`src/rtl/lcd_text_writer.sv`:
```
// HD44780 4-bit text refresher: snapshots text/mask on start, sends optional clear, then address + chars per line.
// First nibble two or three cycles after accept; each nibble waits indefinitely for cmd_done from the transfer block.
module lcd_text_writer #(
  parameter int LINE_LENGTH = 16,
  parameter int NUM_LINES   = 2,
  parameter int CLK_FREQ_HZ = 50000000,
  parameter int T_HI_US     = 10,
  parameter int T_LO_US     = 53,
  parameter int T_CLR_US    = 2000,
  parameter int DELAY_W     = 21
) (
  input  logic                                  CLK,
  input  logic                                  RESET,
  input  logic                                  start,
  input  logic                                  clear_first,
  input  logic [NUM_LINES-1:0]                  line_mask,
  input  logic [8*LINE_LENGTH*NUM_LINES-1:0]    text,
  output logic                                  busy,
  output logic                                  done,
  output logic                                  cmd_send,
  output logic [4:0]                            cmd_nibble,
  output logic [DELAY_W-1:0]                    cmd_delay,
  input  logic                                  cmd_done
);

  localparam int NUM_CHARS = LINE_LENGTH * NUM_LINES;
  localparam int US_CYC    = CLK_FREQ_HZ / 1000000;
  localparam logic [DELAY_W-1:0] DLY_HI  = DELAY_W'(US_CYC * T_HI_US);
  localparam logic [DELAY_W-1:0] DLY_LO  = DELAY_W'(US_CYC * T_LO_US);
  localparam logic [DELAY_W-1:0] DLY_CLR = DELAY_W'(US_CYC * T_CLR_US);
  localparam logic [5:0] LEN   = 6'(LINE_LENGTH);
  localparam logic [7:0] LEN_B = 8'(LINE_LENGTH);

  typedef enum logic [3:0] {
    IDLE, CLEAR, NEXT_LINE, SET_ADDR, SEND_HI, WAIT_HI, SEND_LO, WAIT_LO, NEXT_CHAR, FINISH
  } state_t;

  state_t                 state, next_state;
  logic [8*NUM_CHARS-1:0] text_q;
  logic [NUM_LINES-1:0]   mask_q;
  logic [2:0]             line_idx;
  logic [5:0]             char_idx;
  logic [7:0]             byte_q, byte_d;
  logic                   rs_q, rs_d;
  logic                   clr_cmd;
  logic                   accept;
  logic                   scan_found;
  logic [2:0]             scan_line;
  logic [7:0]             ch;
  logic [7:0]             base;

  // A start in the done cycle is deliberately refused.
  assign accept = (state == IDLE) && start && !done;

  always_comb begin
    scan_found = 1'b0;
    scan_line  = line_idx;
    for (int l = NUM_LINES - 1; l >= 0; l--) begin
      if (mask_q[l] && (3'(l) >= line_idx)) begin
        scan_found = 1'b1;
        scan_line  = 3'(l);
      end
    end

    ch = 8'h00;
    for (int l = 0; l < NUM_LINES; l++) begin
      for (int c = 0; c < LINE_LENGTH; c++) begin
        if (line_idx == 3'(l) && char_idx == 6'(c))
          ch = text_q[8*(NUM_CHARS-1-l*LINE_LENGTH-c) +: 8];
      end
    end

    case (line_idx)
      3'd0:    base = 8'h00;
      3'd1:    base = 8'h40;
      3'd2:    base = LEN_B;
      default: base = 8'h40 + LEN_B;
    endcase
  end

  always_comb begin
    next_state = state;
    byte_d     = byte_q;
    rs_d       = rs_q;
    case (state)
      IDLE:      if (accept) next_state = clear_first ? CLEAR : NEXT_LINE;
      CLEAR: begin
        byte_d     = 8'h01;
        rs_d       = 1'b0;
        next_state = SEND_HI;
      end
      NEXT_LINE: next_state = scan_found ? SET_ADDR : FINISH;
      SET_ADDR: begin
        byte_d     = 8'h80 | base;
        rs_d       = 1'b0;
        next_state = SEND_HI;
      end
      SEND_HI:   next_state = WAIT_HI;
      WAIT_HI:   if (cmd_done) next_state = SEND_LO;
      SEND_LO:   next_state = WAIT_LO;
      WAIT_LO:   if (cmd_done) next_state = NEXT_CHAR;
      NEXT_CHAR: begin
        if (clr_cmd) begin
          next_state = NEXT_LINE;
        end else if (char_idx < LEN) begin
          byte_d     = ch;
          rs_d       = 1'b1;
          next_state = SEND_HI;
        end else begin
          next_state = NEXT_LINE;
        end
      end
      FINISH:    next_state = IDLE;
      default:   next_state = IDLE;
    endcase
  end

  always_ff @(posedge CLK or posedge RESET) begin
    if (RESET) state <= IDLE;
    else       state <= next_state;
  end

  always_ff @(posedge CLK or posedge RESET) begin
    if (RESET) begin
      busy       <= 1'b0;
      done       <= 1'b0;
      cmd_send   <= 1'b0;
      cmd_nibble <= '0;
      cmd_delay  <= '0;
      text_q     <= '0;
      mask_q     <= '0;
      line_idx   <= '0;
      char_idx   <= '0;
      byte_q     <= '0;
      rs_q       <= 1'b0;
      clr_cmd    <= 1'b0;
    end else begin
      busy     <= (next_state != IDLE);
      done     <= (state == FINISH);
      cmd_send <= (next_state == SEND_HI) || (next_state == SEND_LO);
      byte_q   <= byte_d;
      rs_q     <= rs_d;
      // Nibble and delay stay put until the next send, covering the whole handshake.
      if (next_state == SEND_HI) begin
        cmd_nibble <= {rs_d, byte_d[7:4]};
        cmd_delay  <= DLY_HI;
      end else if (next_state == SEND_LO) begin
        cmd_nibble <= {rs_q, byte_q[3:0]};
        cmd_delay  <= clr_cmd ? DLY_CLR : DLY_LO;
      end
      case (state)
        IDLE: begin
          if (accept) begin
            text_q   <= text;
            mask_q   <= line_mask;
            line_idx <= '0;
            char_idx <= '0;
            clr_cmd  <= 1'b0;
          end
        end
        CLEAR:     clr_cmd <= 1'b1;
        NEXT_LINE: if (scan_found) line_idx <= scan_line;
        SET_ADDR: begin
          char_idx <= '0;
          clr_cmd  <= 1'b0;
        end
        NEXT_CHAR: begin
          if (clr_cmd)               clr_cmd  <= 1'b0;
          else if (char_idx < LEN)   char_idx <= char_idx + 6'd1;
          else                       line_idx <= line_idx + 3'd1;
        end
        default: ;
      endcase
    end
  end

endmodule

```
`config.mk`:
```
export PLATFORM = sky130hd
export DESIGN_NAME = lcd_text_writer
export DESIGN_NICKNAME = d
export VERILOG_FILES = /design/src/rtl/lcd_text_writer.sv
export SDC_FILE = /design/constraint.sdc
export NUM_CORES = 1
export LEC_CHECK = 0
export ABC_AREA = 1
export CORE_UTILIZATION = 50
export CTS_CLUSTER_SIZE = 20
export DETAILED_ROUTE_END_ITERATION = 12
export PLACE_DENSITY = 0.77
export SLEW_MARGIN = 0
export SYNTH_ARGS = -nofsm -noshare
export SYNTH_HDL_FRONTEND = slang
export SYNTH_SLANG_ARGS = --single-unit
```
`constraint.sdc`:
```
create_clock -name CLK -period 12.9 [get_ports CLK]
set_input_delay 2.58 -clock CLK [delete_from_list [all_inputs] [get_ports CLK]]
set_output_delay 2.58 -clock CLK [all_outputs]
set_load 0.005 [all_outputs]
```
# Word level (Yosys, flattened, before mapping)
# Index checks and enable logic that the tools add are counted.
[word_totals] register_bits=310 inputBits=263 output_inout_bits=29
[op_classes] add_sub_neg=2 magnitude_cmp=3 eq_ne=34 n_mux=67 reduce_logical=54
[ops] cell="two-way mux 8 bit" n=34
[ops] cell="== test 6 x 4 -> 1 bit (second input constant)" n=8
[ops] cell="two-way mux 21 bit" n=2
[ops] cell="logical AND 1 bit" n=36
[ops] cell="case mux 4 bit (8 select lines)" n=1
[ops] cell="== test 4 x 3 -> 1 bit (second input constant)" n=6
[ops] cell="== test 6 x 3 -> 1 bit (second input constant)" n=4
[ops] cell="two-way mux 3 bit" n=8
[ops] cell="case mux 8 bit (3 select lines)" n=1
[ops] cell="case mux 7 bit (3 select lines)" n=1
[ops] cell="two-way mux 6 bit" n=3
[ops] cell="case mux 6 bit (3 select lines)" n=1
[ops] cell="two-way mux 17 bit" n=1
[ops] cell="two-way mux 4 bit" n=4
[ops] cell="== test 6 x 2 -> 1 bit (second input constant)" n=2
[ops] cell="nonzero test 3 bit" n=4
[ops] cell="two-way mux 5 bit" n=2
[ops] cell="inequality test 2 bit (second input constant)" n=5
[ops] cell="case mux 3 bit (3 select lines)" n=1
[ops] cell="== test 4 x 2 -> 1 bit (second input constant)" n=2
[ops] cell="== test 4 bit (second input constant)" n=2
[ops] cell="adder 6 x 1 -> 6 bit (second input constant)" n=1
[ops] cell="== test 6 x 1 -> 1 bit (second input constant)" n=1
[ops] cell="greater-or-equal comparator 1 x 3 -> 1 bit (first input constant)" n=2
[ops] cell="other kinds (22)" n=28

# Longest topological paths before layout
# Gate-level depths: netlist of run 1.
[depth] ltp_word=38 depth_mapped=47 depth_no_buf=47

# Least setup slack after synthesis of run 1
# Ideal clock, no wire load.
[synth_path] path_type="input to register" start="in start" end="reg char_idx[4]" arrival_time_ns=4.313 required_ns=12.822 slack_ns=8.509 stages=10 path_buffers=0 cell_sequence="inv_1 > nor4_1 > inv_2 > nand3_1 > nand2_1 > nor2_1 > inv_1 > nor3_1 > nand2_1 > a21oi_1"
[synth_via] elab_chain_cells=4
[synth_lines] element="start: declaration" line_no="14" source="input logic start,"
[synth_lines] element="logical AND 1 bit (2 in a row)" line_no="53" source="assign accept = (state == IDLE) && start && !done;"
[synth_lines] element="inequality test 2 bit (no source line)"
[synth_lines] element="AND reduction 4 bit (no source line)"
[synth_lines] element="end signal: assignment" line_no="169" source="else if (char_idx < LEN) char_idx <= char_idx + 6'd1;"
[synth_lines] element="end: declaration" line_no="42" source="logic [5:0] char_idx;"
# No other way between the ends.
# A chain may end at the register's enable or synchronous reset.

# Worst setup path after layout of run 1
# Same ends and word-level chain as after synthesis.

==> results of run 1 <==
-- kinds of logic (layout without fill, tap and decap cells) --
family	count (synthesis)	in the layout	share of synthesized area, %
buf+inv	377	623	9.97
xor+xnor	1	1	0.0573
fa+ha+maj	7	7	0.573
compound gates	185	185	6.45
simple gates	1328	1328	34.6
flops	295	295	48.3
other cells	1	8	0.0245
-- sequential cells by signal, summed over array words and instances (netlist names) --
name / cells
cmd_nibble: 5
done: 1
line_idx: 3
busy: 1
char_idx: 6
rs_q: 1
state: 4
text_q: 256
clr_cmd: 1
byte_q: 8
cmd_delay: 6
cmd_send: 1
mask_q: 2
-- worst min-delay path, stage by stage, from the launching register on --
cell,delay (ns)
dfrtp_1,0.34
nand2_1,0.05
nand2_1,0.05
-- stage by stage --
step | power (mW) | cells
2_1_floorplan | 2.61 | 2201
3_3_place_gp | 3.14 | 2779
3_5_place_dp | 3.19 | 2779
4_1_cts | 4.18 | 2837
5_1_grt | 4.50 | 2837
6_report | 4.18 | 2837
-- layout make-up --
class	count	share of cell area (%)
Clock buffer	44	4.73
Inverter	276	5.44
Timing Repair Buffer	289	15.0
Tap cell	390	2.52
Clock inverter	14	1.05
Sequential cell	295	38.1
Multi-Input combinational cell	1529	33.1
-- synthesized netlist by cell type, types with 3 or more instances --
cell	count
a211oi_1	3
a21oi_1	5
buf_1	3
buf_2	14
buf_4	15
buf_6	4
clkbuf_1	65
dfrtp_1	295
ha_1	7
inv_1	253
inv_2	20
nand2_1	1176
nand2_2	5
nand3_1	57
nand4_1	6
nor2_1	39
nor2_2	6
nor2_4	6
nor3_1	5
nor4_1	3
o211ai_1	3
o21a_1	4
o21ai_0	146
o21ai_1	14
o21ai_2	3
or2_2	13
-- power by group through the flow --
stage	Combinational, mW	Clock [mW]	Sequential [mW]
6_report	1.63	0.974	1.57
5_1_grt	1.86	1.02	1.62
4_1_cts	1.63	0.983	1.57
3_5_place_dp	1.62	0	1.58
3_3_place_gp	1.57	0	1.57
2_1_floorplan	1.09	0	1.52
-- layout by cell type (no fill, tap or decap), types with 5 or more instances in the layout --
cell type	n
a21oi_1	5
bufinv_16	5
clkbuf_16	31
clkbuf_8	9
clkdlybuf4s50_1	283
clkinv_2	7
conb_1	8
dfrtp_1	295
ha_1	7
inv_1	252
inv_2	19
nand2_1	1176
nand2_2	5
nand3_1	57
nand4_1	6
nor2_1	39
nor2_2	6
nor2_4	6
nor3_1	5
o21ai_0	146
o21ai_1	14
or2_2	13
-- path summary, 6_finish.rpt --
kind | endpoint | cells past startpoint | startpoint | slack (ns)
hold reg to reg | text_q[31]$_DFFE_PP0P_ | 2 | text_q[31]$_DFFE_PP0P_ | 0.46
min in group asynchronous | text_q[92]$_DFFE_PP0P_ | 2 | RESET | 2.58
setup / recovery | char_idx[4]$_DFFE_PP0P_ | 12 | start | 7.28
hold / removal | text_q[31]$_DFFE_PP0P_ | 2 | text_q[31]$_DFFE_PP0P_ | 0.46
setup reg to reg | byte_q[2]$_DFFE_PP0P_ | 37 | line_idx[0]$_DFFE_PP0P_ | 8.40
max in group asynchronous | text_q[154]$_DFFE_PP0P_ | 3 | RESET | 8.96
-- per-layer routing --
layer	vias up	GRT usage, %	share of wire, %
met5	-	0	0
met4	0	8.80	2.9
met3	84	3.22	6.6
met2	552	44.1	46
met1	6598	38.3	45
li1	7011	-	-
==> metrics.log, run 1 <==
[metrics] total wire length after detailed routing: 42200 µm
[metrics] Starting Density: 51.2%
[metrics] P_int: 2.51 mW
[metrics] design area: 19400 µm²
[metrics] maximum cell stage delay along the critical path: 0.58 ns
[metrics] arrival time at the worst endpoint: 6.12 ns
[metrics] final hold violation count: 0
[metrics] Total Negative Setup Slacks: 0 ns
[metrics] number of nets in the final layout: 2692
[metrics] post-synthesis instance area: 15300 µm²
[metrics] part of the total power dissipated in sequential elements: 37.7%
[metrics] placed instance area: 18200 µm²
[metrics] number of routed nets with antenna violations: 0
[metrics] Switching Share: 39.8%
[metrics] via count of the routed design: 14245
[metrics] critical path class: in -> reg
[metrics] Std-Cell Core Area: 29900 µm²
[metrics] Final Critical Period: 5.62 ns
[metrics] mean cell area of the mapped netlist: 6.97 µm²
[metrics] area occupied by multi-input gates: 6410 µm²
[metrics] H-tree Lvls: 1
[metrics] floorplan die height: 177 µm
[metrics] top cells by area, synth: dfrtp_1 48%, nand2_1 29%, inv_1 6.2%
[metrics] type of the most critical hold path: reg -> reg
[metrics] proportion of synthesized flip-flops having asynchronous set or reset: 100%
[metrics] Max Slew Vio Count: 0
[metrics] run status: complete, no violations
[metrics] Final setup violation count: 0
[metrics] drt via density: 5.02
[metrics] Cells after Synth: 2194
[metrics] Worst slew margin: 29.8%
[metrics] share of power burned in combinational logic: 39.0%
[metrics] GR Util All Layers: 27.3%
[metrics] number of antenna repair diodes: 0
[metrics] slowest stage cell, crit path: buf_12
[metrics] clock edge transition at the registers on the reported setup and hold paths: 0.06 ns
[metrics] Lkg Pwr: 10.2 nW
[metrics] utilization after layout: 64.8%
[metrics] transition time at the pin with the least slew margin: 1.05 ns
[metrics] Storage cell area: 7380 µm²
[metrics] placed wire-length estimate after detailed placement: 29700 µm
[metrics] number of remaining DRC errors: 0
[metrics] RePlAce Congestion: 0.871
[metrics] Required @ worst endpoint: 13.40 ns
[metrics] areal power density over the cells: 216 nW/µm²
[metrics] total global routing overflow: 0
[metrics] list of cells traversed by the critical path: clkdlybuf4s50_1 > inv_1 > nor4_2 > buf_12 > inv_6 > nand3_1 > nand2_1 > nor2_1 > inv_1 > nor3_1 > nand2_1 > a21oi_1
[metrics] post-synthesis cell type with the largest combined area: dfrtp_1
[metrics] via count of the first global-routing pass: 13705
[metrics] largest net degree at the start of global routing: 232
[metrics] top flip-flop cell by instance count after synthesis: dfrtp_1
[metrics] Worst setup SP type: input port
[metrics] share of the yosys chip area belonging to registers: 48.3%
[metrics] total die area: 31300 µm²
[metrics] Layout Skew: 0.0121 ns
[metrics] count of routing violations after the opening detailed-route iteration: 1234
[metrics] fin crit share: 43.6%
[metrics] average wire per standard cell: 14.9 µm
[metrics] Max clock buf depth: 3
[metrics] number of post-CTS setup repair buffers: 0
[metrics] share of cells above drive strength 1: 5.03%
[metrics] top cell family by delay on the critical path: buffers and inverters
[metrics] critical path fanouts, max: 231
[metrics] switching power: 1.66 mW
[metrics] number of cells upsized or downsized after cts: 0
[metrics] Worst Hold Margin: 0.463 ns
[metrics] # hold bufs at CTS: 0
[metrics] part of the total power dissipated in the clock network: 23.3%
[metrics] drt first pass iters: 5
[metrics] Rows: 63
[metrics] element type at the critical path end: flip-flop
[metrics] max-cap violation count: 0
[metrics] maximum clock frequency: 0.178 GHz
[metrics] CTS buffer count: 31
[metrics] worst setup slack after layout: 7.28 ns
[metrics] Buf+Inv Stages, Crit Path: 5
[metrics] Yosys reg bits: 295
[metrics] cell at the root of the clock tree: clkbuf_16
[metrics] top-level I/O count: 292
[metrics] first-pass GRT wire length: 68200 µm
[metrics] Placement Setup Slack: 6.77 ns
[metrics] Sink Count: 295
[metrics] horizontal die dimension: 177 µm
[metrics] layout overhead on the synthesized area: 26.6%
[metrics] I/O Buffers: 283
[metrics] initial antenna violation count: 0
[metrics] count of flip-flops with a built-in enable after synthesis: 0
[metrics] clock latency reported for the late side of the worst-skew pair: 0.58 ns
[metrics] clock tree from TritonCTS: built
[metrics] filler cell count: 2506
[metrics] RSZ-0062 raised after global routing: false
[metrics] Worst IR Drop VDD: 0.150 mV
[metrics] count of cell types in the netlist: 44
[metrics] share of the synthesized area in the top cell type: 48.3%
[metrics] total of warnings raised by yosys: 0
Power figures use the tool's default switching activity.
==> inputs of run 2 (changes only) <==
CORE_UTILIZATION = 48   (was 50)
PLACE_DENSITY = 0.78   (was 0.77)
clock period = 5.15 ns   (was 12.9 ns; I/O delays follow)
==> run 2 against run 1 <==
Effect of this change: setup slack worse by 6.6 ns; global-route usage is 0.17 points lower; die area is 4.1% higher; critical path type is now reg -> reg; highest routed layer unchanged.
==> metrics.log, run 2 (synthesized netlist as in run 1, its figures left out) <==
[metrics] average wire per standard cell: 15.3 µm (+2.8%)
[metrics] Worst setup SP type: flip-flop
[metrics] number of flip-flops under the largest register name: 256 (unchanged)
[metrics] part of the total power dissipated in sequential elements: 39.1% (+1.4 points)
[metrics] worst setup slack after layout: 0.701 ns (-6.58 ns)
[metrics] I/O Buffers: 283 (unchanged)
[metrics] Max clock buf depth: 3 (unchanged)
[metrics] layout overhead on the synthesized area: 26.4%
[metrics] count of routing violations after the opening detailed-route iteration: 1333 (+8.0%)
[metrics] top library cells by usage in the layout, fill and taps aside: 1176 x nand2_1, 295 x dfrtp_1, 283 x clkdlybuf4s50_1
[metrics] type of the most critical hold path: reg -> reg
[metrics] number of routed nets with antenna violations: 0 (unchanged)
[metrics] GR Util met1: 38.1% (-0.25 points)
[metrics] maximum clock frequency: 0.225 GHz
[metrics] Switching Share: 39.9% (+0.094 points)
[metrics] share of power burned in combinational logic: 38.8% (-0.2 points)
[metrics] RePlAce Congestion: 0.884 (+1.5%)
[metrics] Total Negative Setup Slacks: 0 ns (unchanged)
[metrics] switching power: 4.08 mW (+150%)
[metrics] M3 GR Usage: 3.48% (+0.25 points)
[metrics] transition time at the pin with the least slew margin: 1.08 ns (+0.0248 ns)
[metrics] total global routing overflow: 0 (unchanged)
[metrics] clock tree from TritonCTS: built
[metrics] cell at the root of the clock tree: clkbuf_16
[metrics] Final Critical Period: 4.45 ns
[metrics] met2 usage in global routing: 44.1% (-0.072 points)
[metrics] run status: complete, no violations
[metrics] part of the total power dissipated in the clock network: 22.1% (-1.2 points)
[metrics] Std-Cell Core Area: 31000 µm² (+3.7%)
[metrics] most common cell after layout, fill and taps aside: nand2_1
[metrics] share of cells above drive strength 1: 5.14% (+0.12 points)
[metrics] Required @ worst endpoint: 5.60 ns (-7.80 ns)
[metrics] initial antenna violation count: 0 (unchanged)
[metrics] GR Util All Layers: 27.1% (-0.17 points)
[metrics] # hold bufs at CTS: 0 (unchanged)
[metrics] critical path fanouts, max: 17 (-93%)
[metrics] placed wire-length estimate after detailed placement: 31700 µm (+6.7%)
[metrics] number of cells upsized or downsized after cts: 0 (unchanged)
[metrics] busiest metal layer after global routing: met2
[metrics] Final setup violation count: 0 (unchanged)
[metrics] slowest stage cell, crit path: dfrtp_1
[metrics] filler cell count: 2743 (+9.5%)
[metrics] Total Power: 10.2 mW (+140%)
[metrics] final hold violation count: 0 (unchanged)
[metrics] Rows: 64 (+1.6%)
[metrics] Layout Skew: 0.0100 ns (-0.00213 ns)
[metrics] element type at the critical path end: flip-flop
[metrics] Biggest register: text_q
[metrics] Starting Density: 49.3% (-1.8 points)
[metrics] total wire length after detailed routing: 43500 µm (+3.1%)
[metrics] Max Slew Vio Count: 0 (unchanged)
[metrics] total die area: 32600 µm² (+4.1%)
[metrics] Lkg Pwr: 10.1 nW (-0.24%)
[metrics] fin crit share: 86.4%
[metrics] RSZ-0062 raised after global routing: false
[metrics] number of remaining DRC errors: 0 (unchanged)
[metrics] P_int: 6.13 mW (+140%)
[metrics] Most common cell on crit path: nand2_1
[metrics] critical path class: reg -> reg
[metrics] Placement Setup Slack: 0.841 ns (-5.93 ns)
[metrics] Sink Count: 295 (unchanged)
[metrics] horizontal die dimension: 180 µm (+2.0%)
[metrics] Worst slew margin: 28.1% (-1.7 points)
[metrics] non-filler instance count after layout: 2846 (+0.32%)
[metrics] H-tree Lvls: 1 (unchanged)
[metrics] top-level I/O count: 292 (unchanged)
[metrics] registers with the most flip-flops: text_q: 256 flops, byte_q: 8 flops
[metrics] arrival time at the worst endpoint: 4.90 ns (-1.22 ns)
[metrics] maximum cell stage delay along the critical path: 0.42 ns (-0.16 ns)
[metrics] Worst IR Drop VDD: 0.318 mV (+110%)
[metrics] via count of the first global-routing pass: 14161 (+3.3%)
[metrics] floorplan die height: 180 µm (+2.0%)
[metrics] clock edge transition at the registers on the reported setup and hold paths: 0.06 ns (about the same)
[metrics] max-cap violation count: 0 (unchanged)
[metrics] areal power density over the cells: 529 nW/µm² (+140%)
[metrics] drt first pass iters: 5 (unchanged)
[metrics] clock latency reported for the late side of the worst-skew pair: 0.57 ns (about the same)
[metrics] first-pass GRT wire length: 71600 µm (+5.0%)
[metrics] via count of the routed design: 14383 (+0.97%)
[metrics] drt via density: 5.05 (+0.65%)
[metrics] number of post-CTS setup repair buffers: 0 (unchanged)
[metrics] number of placed cells counting well taps: 2788 (+0.32%)
[metrics] number of nets in the final layout: 2695 (+0.11%)
[metrics] CTS buffer count: 31 (unchanged)
[metrics] largest net degree at the start of global routing: 176 (-24%)
[metrics] number of antenna repair diodes: 0 (unchanged)
[run 2: changes by cell type in the layout (fill, tap and decap cells not counted), sizes merged]
cell      before  now
inv          275  274
bufinv         5    2
clkbuf        44   43
clkinvlp       0    2
buf            6    9
clkinv        10   13
[run 2: metrics by stage]
step                hold slack (ns)  util (%)  area, µm²
floorplan                     0.434         -      15300
detailed placement            0.451      59.0      18300
global route                  0.481      62.3      19300
CTS                           0.466      62.3      19300
global placement              0.448      59.0      18300
finish                        0.467      62.3      19300
[run 2: area by class of cell]
class | count | area [µm²] | share of cell area, %
multi-input combinational | 1529 | 6410 | 33.2
timing repair buffer | 292 | 2940 | 15.2
clock buffer | 43 | 901 | 4.66
inverter | 276 | 1050 | 5.44
clock inverter | 15 | 135 | 0.700
tap | 396 | 495 | 2.57
sequential | 295 | 7380 | 38.2
[run 2: power groups by stage]
stage	Combinational (mW)	Sequential (mW)	Clock, mW
final	3.96	3.99	2.25
after global routing	4.56	4.10	2.38
after CTS	3.98	3.97	2.29
after detailed placement	3.94	4.00	0
after global placement	3.84	3.97	0
after floorplan	2.72	3.81	0
[run 2: worst max-delay path, delay by kind of cell, from the launching register on]
kind                     cells  cell delay, ns
AO/OA/AOI/OAI                1            0.23
adder cells (fa/ha/maj)      1            0.27
buffers and inverters        3            0.37
flip-flops                   1            0.42
AND/OR/NAND/NOR             38            3.03
[run 2: path summary, 6_finish.rpt]
kind	to	startpoint	cells after the start	slack, ns
worst max-delay path	cmd_nibble[0]$_DFFE_PP0P_	line_idx[0]$_DFFE_PP0P_	43	0.70
worst min-delay path	text_q[77]$_DFFE_PP0P_	text_q[77]$_DFFE_PP0P_	2	0.47
worst max register to register	cmd_nibble[0]$_DFFE_PP0P_	line_idx[0]$_DFFE_PP0P_	43	0.70
min in group asynchronous	text_q[82]$_DFFE_PP0P_	RESET	2	0.70
max in group asynchronous	text_q[154]$_DFFE_PP0P_	RESET	3	3.38
worst min register to register	text_q[77]$_DFFE_PP0P_	text_q[77]$_DFFE_PP0P_	2	0.47
[run 2: routing by layer]
layer  vias to the layer above  part of all wire [%]
li1                       7022                     -
met1                      6692                    44
met2                       584                    46
met3                        85                   7.1
met4                         0                   2.9
met5                         -                     0
==> inputs of run 3 (changes only) <==
CAP_MARGIN = 15   (was not set)
==> results of run 3 <==
No change in the layout: final DEF, timing and power equal those of run 2.
==> RTL change, RTL diff (config.mk and constraints of run 2) <==
`NUM_LINES`: 2 -> 1.
--- a/src/rtl/lcd_text_writer.sv
+++ b/src/rtl/lcd_text_writer.sv
@@ -2,7 +2,7 @@
 // First nibble two or three cycles after accept; each nibble waits indefinitely for cmd_done from the transfer block.
 module lcd_text_writer #(
   parameter int LINE_LENGTH = 16,
-  parameter int NUM_LINES   = 2,
+  parameter int NUM_LINES   = 1,
   parameter int CLK_FREQ_HZ = 50000000,
   parameter int T_HI_US     = 10,
   parameter int T_LO_US     = 53,
Ports: changed (resized line_mask and text); port bits go from 292 to 163. No check against the original RTL was run, so the function may have changed too.
==> RTL change against run 2 <==
Sequential cell count down 130. Utilization is 1.1 points higher. Total power down 43%. Design area shrank 45%. Wire length is 53% lower. Worst setup slack better by 1.1 ns. Synthesized area is 46% lower. Clock power shrank 36%. Critical path depth fell by 19. Largest power group is now combinational cells.
==> RTL change: results (changes against run 2) <==
<table>
<tr><th>Metric</th><th>Value</th></tr>
<tr><th colspan="2">Status</th></tr>
<tr><td>Status</td><td>completed</td></tr>
<tr><th colspan="2">Yosys</th></tr>
<tr><td>Mean area per synthesized cell</td><td>7.42 sq um (+6.4%)</td></tr>
<tr><td>Leading post-synthesis cells by instance count</td><td>nand2_1 (525), dfrtp_1 (165), inv_1 (118)</td></tr>
<tr><td>Area share of the leading cell type in the synthesized netlist</td><td>0.499 (+0.0160)</td></tr>
<tr><td>Cell types occupying the most area after synthesis</td><td>dfrtp_1 (50%), nand2_1 (24%), inv_1 (5.4%), o21ai_0 (4.2%), nand3_1 (3.4%)</td></tr>
<tr><th colspan="2">Timing</th></tr>
<tr><td>Clock skew</td><td>0.0134 ns (+0.00341 ns)</td></tr>
<tr><td>Transition time at the pin with the least slew margin</td><td>0.782 ns (-0.296 ns)</td></tr>
<tr><th colspan="2">Placement</th></tr>
<tr><td>Setup slack after placement</td><td>1.69 ns (+0.847 ns)</td></tr>
<tr><td>Global placer's final weighted congestion</td><td>0.842 (-4.7%)</td></tr>
<tr><td>Post-DP HPWL</td><td>14,400 microns (-54%)</td></tr>
<tr><td>Count of port buffers added during placement</td><td>154 (-46%)</td></tr>
<tr><th colspan="2">Global route</th></tr>
<tr><td>First-pass GRT wire length</td><td>33,700 microns (-53%)</td></tr>
<tr><td>Vias in the first global route</td><td>7,100 (-50%)</td></tr>
<tr><th colspan="2">Critical path</th></tr>
<tr><td>Crit-path max cell delay</td><td>0.48 ns (+0.06 ns)</td></tr>
<tr><td>Maximum fanout along the worst path</td><td>12 (-5)</td></tr>
<tr><td>Data arrival time of the worst path</td><td>3.71 ns (-1.19 ns)</td></tr>
<tr><td>Reg-to-reg slack, setup</td><td>1.80 ns (+1.10 ns)</td></tr>
<tr><th colspan="2">Min path</th></tr>
<tr><td>Startpoint of the worst hold path</td><td>text_q[37]</td></tr>
<tr><th colspan="2">Routing</th></tr>
<tr><td>First-pass DRT Iterations</td><td>6 (+1)</td></tr>
<tr><td>Violation count after the first detailed-routing iteration</td><td>513 (-62%)</td></tr>
<tr><td>Overall via count from detail_route</td><td>7,341 (-49%)</td></tr>
<tr><td>Routed WL</td><td>20,500 microns (-53%)</td></tr>
<tr><th colspan="2">Finish</th></tr>
<tr><td>Layout Cells excl Fill</td><td>1,483 (-48%)</td></tr>
<tr><td>Largest registers</td><td>text_q: 128 flops, byte_q: 7 flops</td></tr>
<tr><td>Share of cells above drive strength 1</td><td>0.0641 (+0.0127)</td></tr>
<tr><th colspan="2">Clock tree</th></tr>
<tr><td>H-tree depth</td><td>4 (+3)</td></tr>
<tr><td>Number of buffers added by the clock tree synthesis step</td><td>17 (-45%)</td></tr>
<tr><th colspan="2">Pwr</th></tr>
<tr><td>Static power due to leakage</td><td>0.00535 uW (-47%)</td></tr>
</table>
==> RTL change: changes by cell type after synthesis, sizes merged, moves of 4 or more <==
cell / delta
nand2: -657
o211ai: +6
clkbuf: -35
buf: -14
nor2: -19
o21ai: -90
nor3: +6
a21oi: +13
o21a: -4
dfrtp: -130
or2: -6
inv: -144
==> RTL change: final timing paths <==
check / endpoint / cells after the start
setup / recovery: cmd_nibble[2] / 24
hold / removal: text_q[37] / 2
setup reg to reg: cmd_nibble[2] / 24
hold reg to reg: text_q[37] / 2
max in group asynchronous: cmd_send / 3
min in group asynchronous: text_q[92] / 3
==> RTL change: per-layer routing <==
| metal | track usage | vias up | share of wire |
|---|---|---|---|
| met5 | 0 | - | 0 |
| met4 | 0.0833 | 0 | 0.018 |
| met3 | 0.0472 | 30 | 0.045 |
| met2 | 0.391 | 221 | 0.48 |
| met1 | 0.324 | 3409 | 0.46 |
| li1 | - | 3681 | - |
==> RTL change: report_power, final <==
part	switching [uW]	total, uW	internal (uW)
registers	312	2190	1880
clock network	515	1430	920
logic	1380	2200	821
total	2200	5820	3620
==> RTL change: per-stage QoR <==
stage,total power (uW),hold WS (ns),area [sq um]
after detailed placement,4370,0.451,9910
after global placement,4290,0.447,9910
after floorplan,3610,0.434,8310
after CTS,5830,0.467,10600
after global routing,6250,0.483,10600
final,5820,0.465,10600
==> RTL change: cells by family (layout without fill, tap and decap cells) <==
family	after synthesis	count (layout)	share of synthesized area
AO/OA/AOI/OAI	110	110	0.0738
AND/OR/NAND/NOR	649	649	0.323
buffers and inverters	182	322	0.0910
XOR/XNOR	1	1	0.00106
adder cells (fa/ha/maj)	8	8	0.0121
flip-flops	165	165	0.499
other	1	8	0.000453
==> RTL change: cell type report <==
type / count / area, sq um / share of cell area
sequential: 165 / 4130 / 0.390
tap: 220 / 275 / 0.0260
clock inverter: 14 / 231 / 0.0219
timing repair buffer: 160 / 1600 / 0.151
inverter: 130 / 492 / 0.0465
clock buffer: 18 / 439 / 0.0415
multi-input combinational: 776 / 3420 / 0.323
==> RTL change: worst register-to-register path: cells and delay by family, from the launching register on <==
kind,cells,cell delay (ns)
simple gates,22,2.49
fa+ha+maj,1,0.25
flops,1,0.42
buf+inv,1,0.13
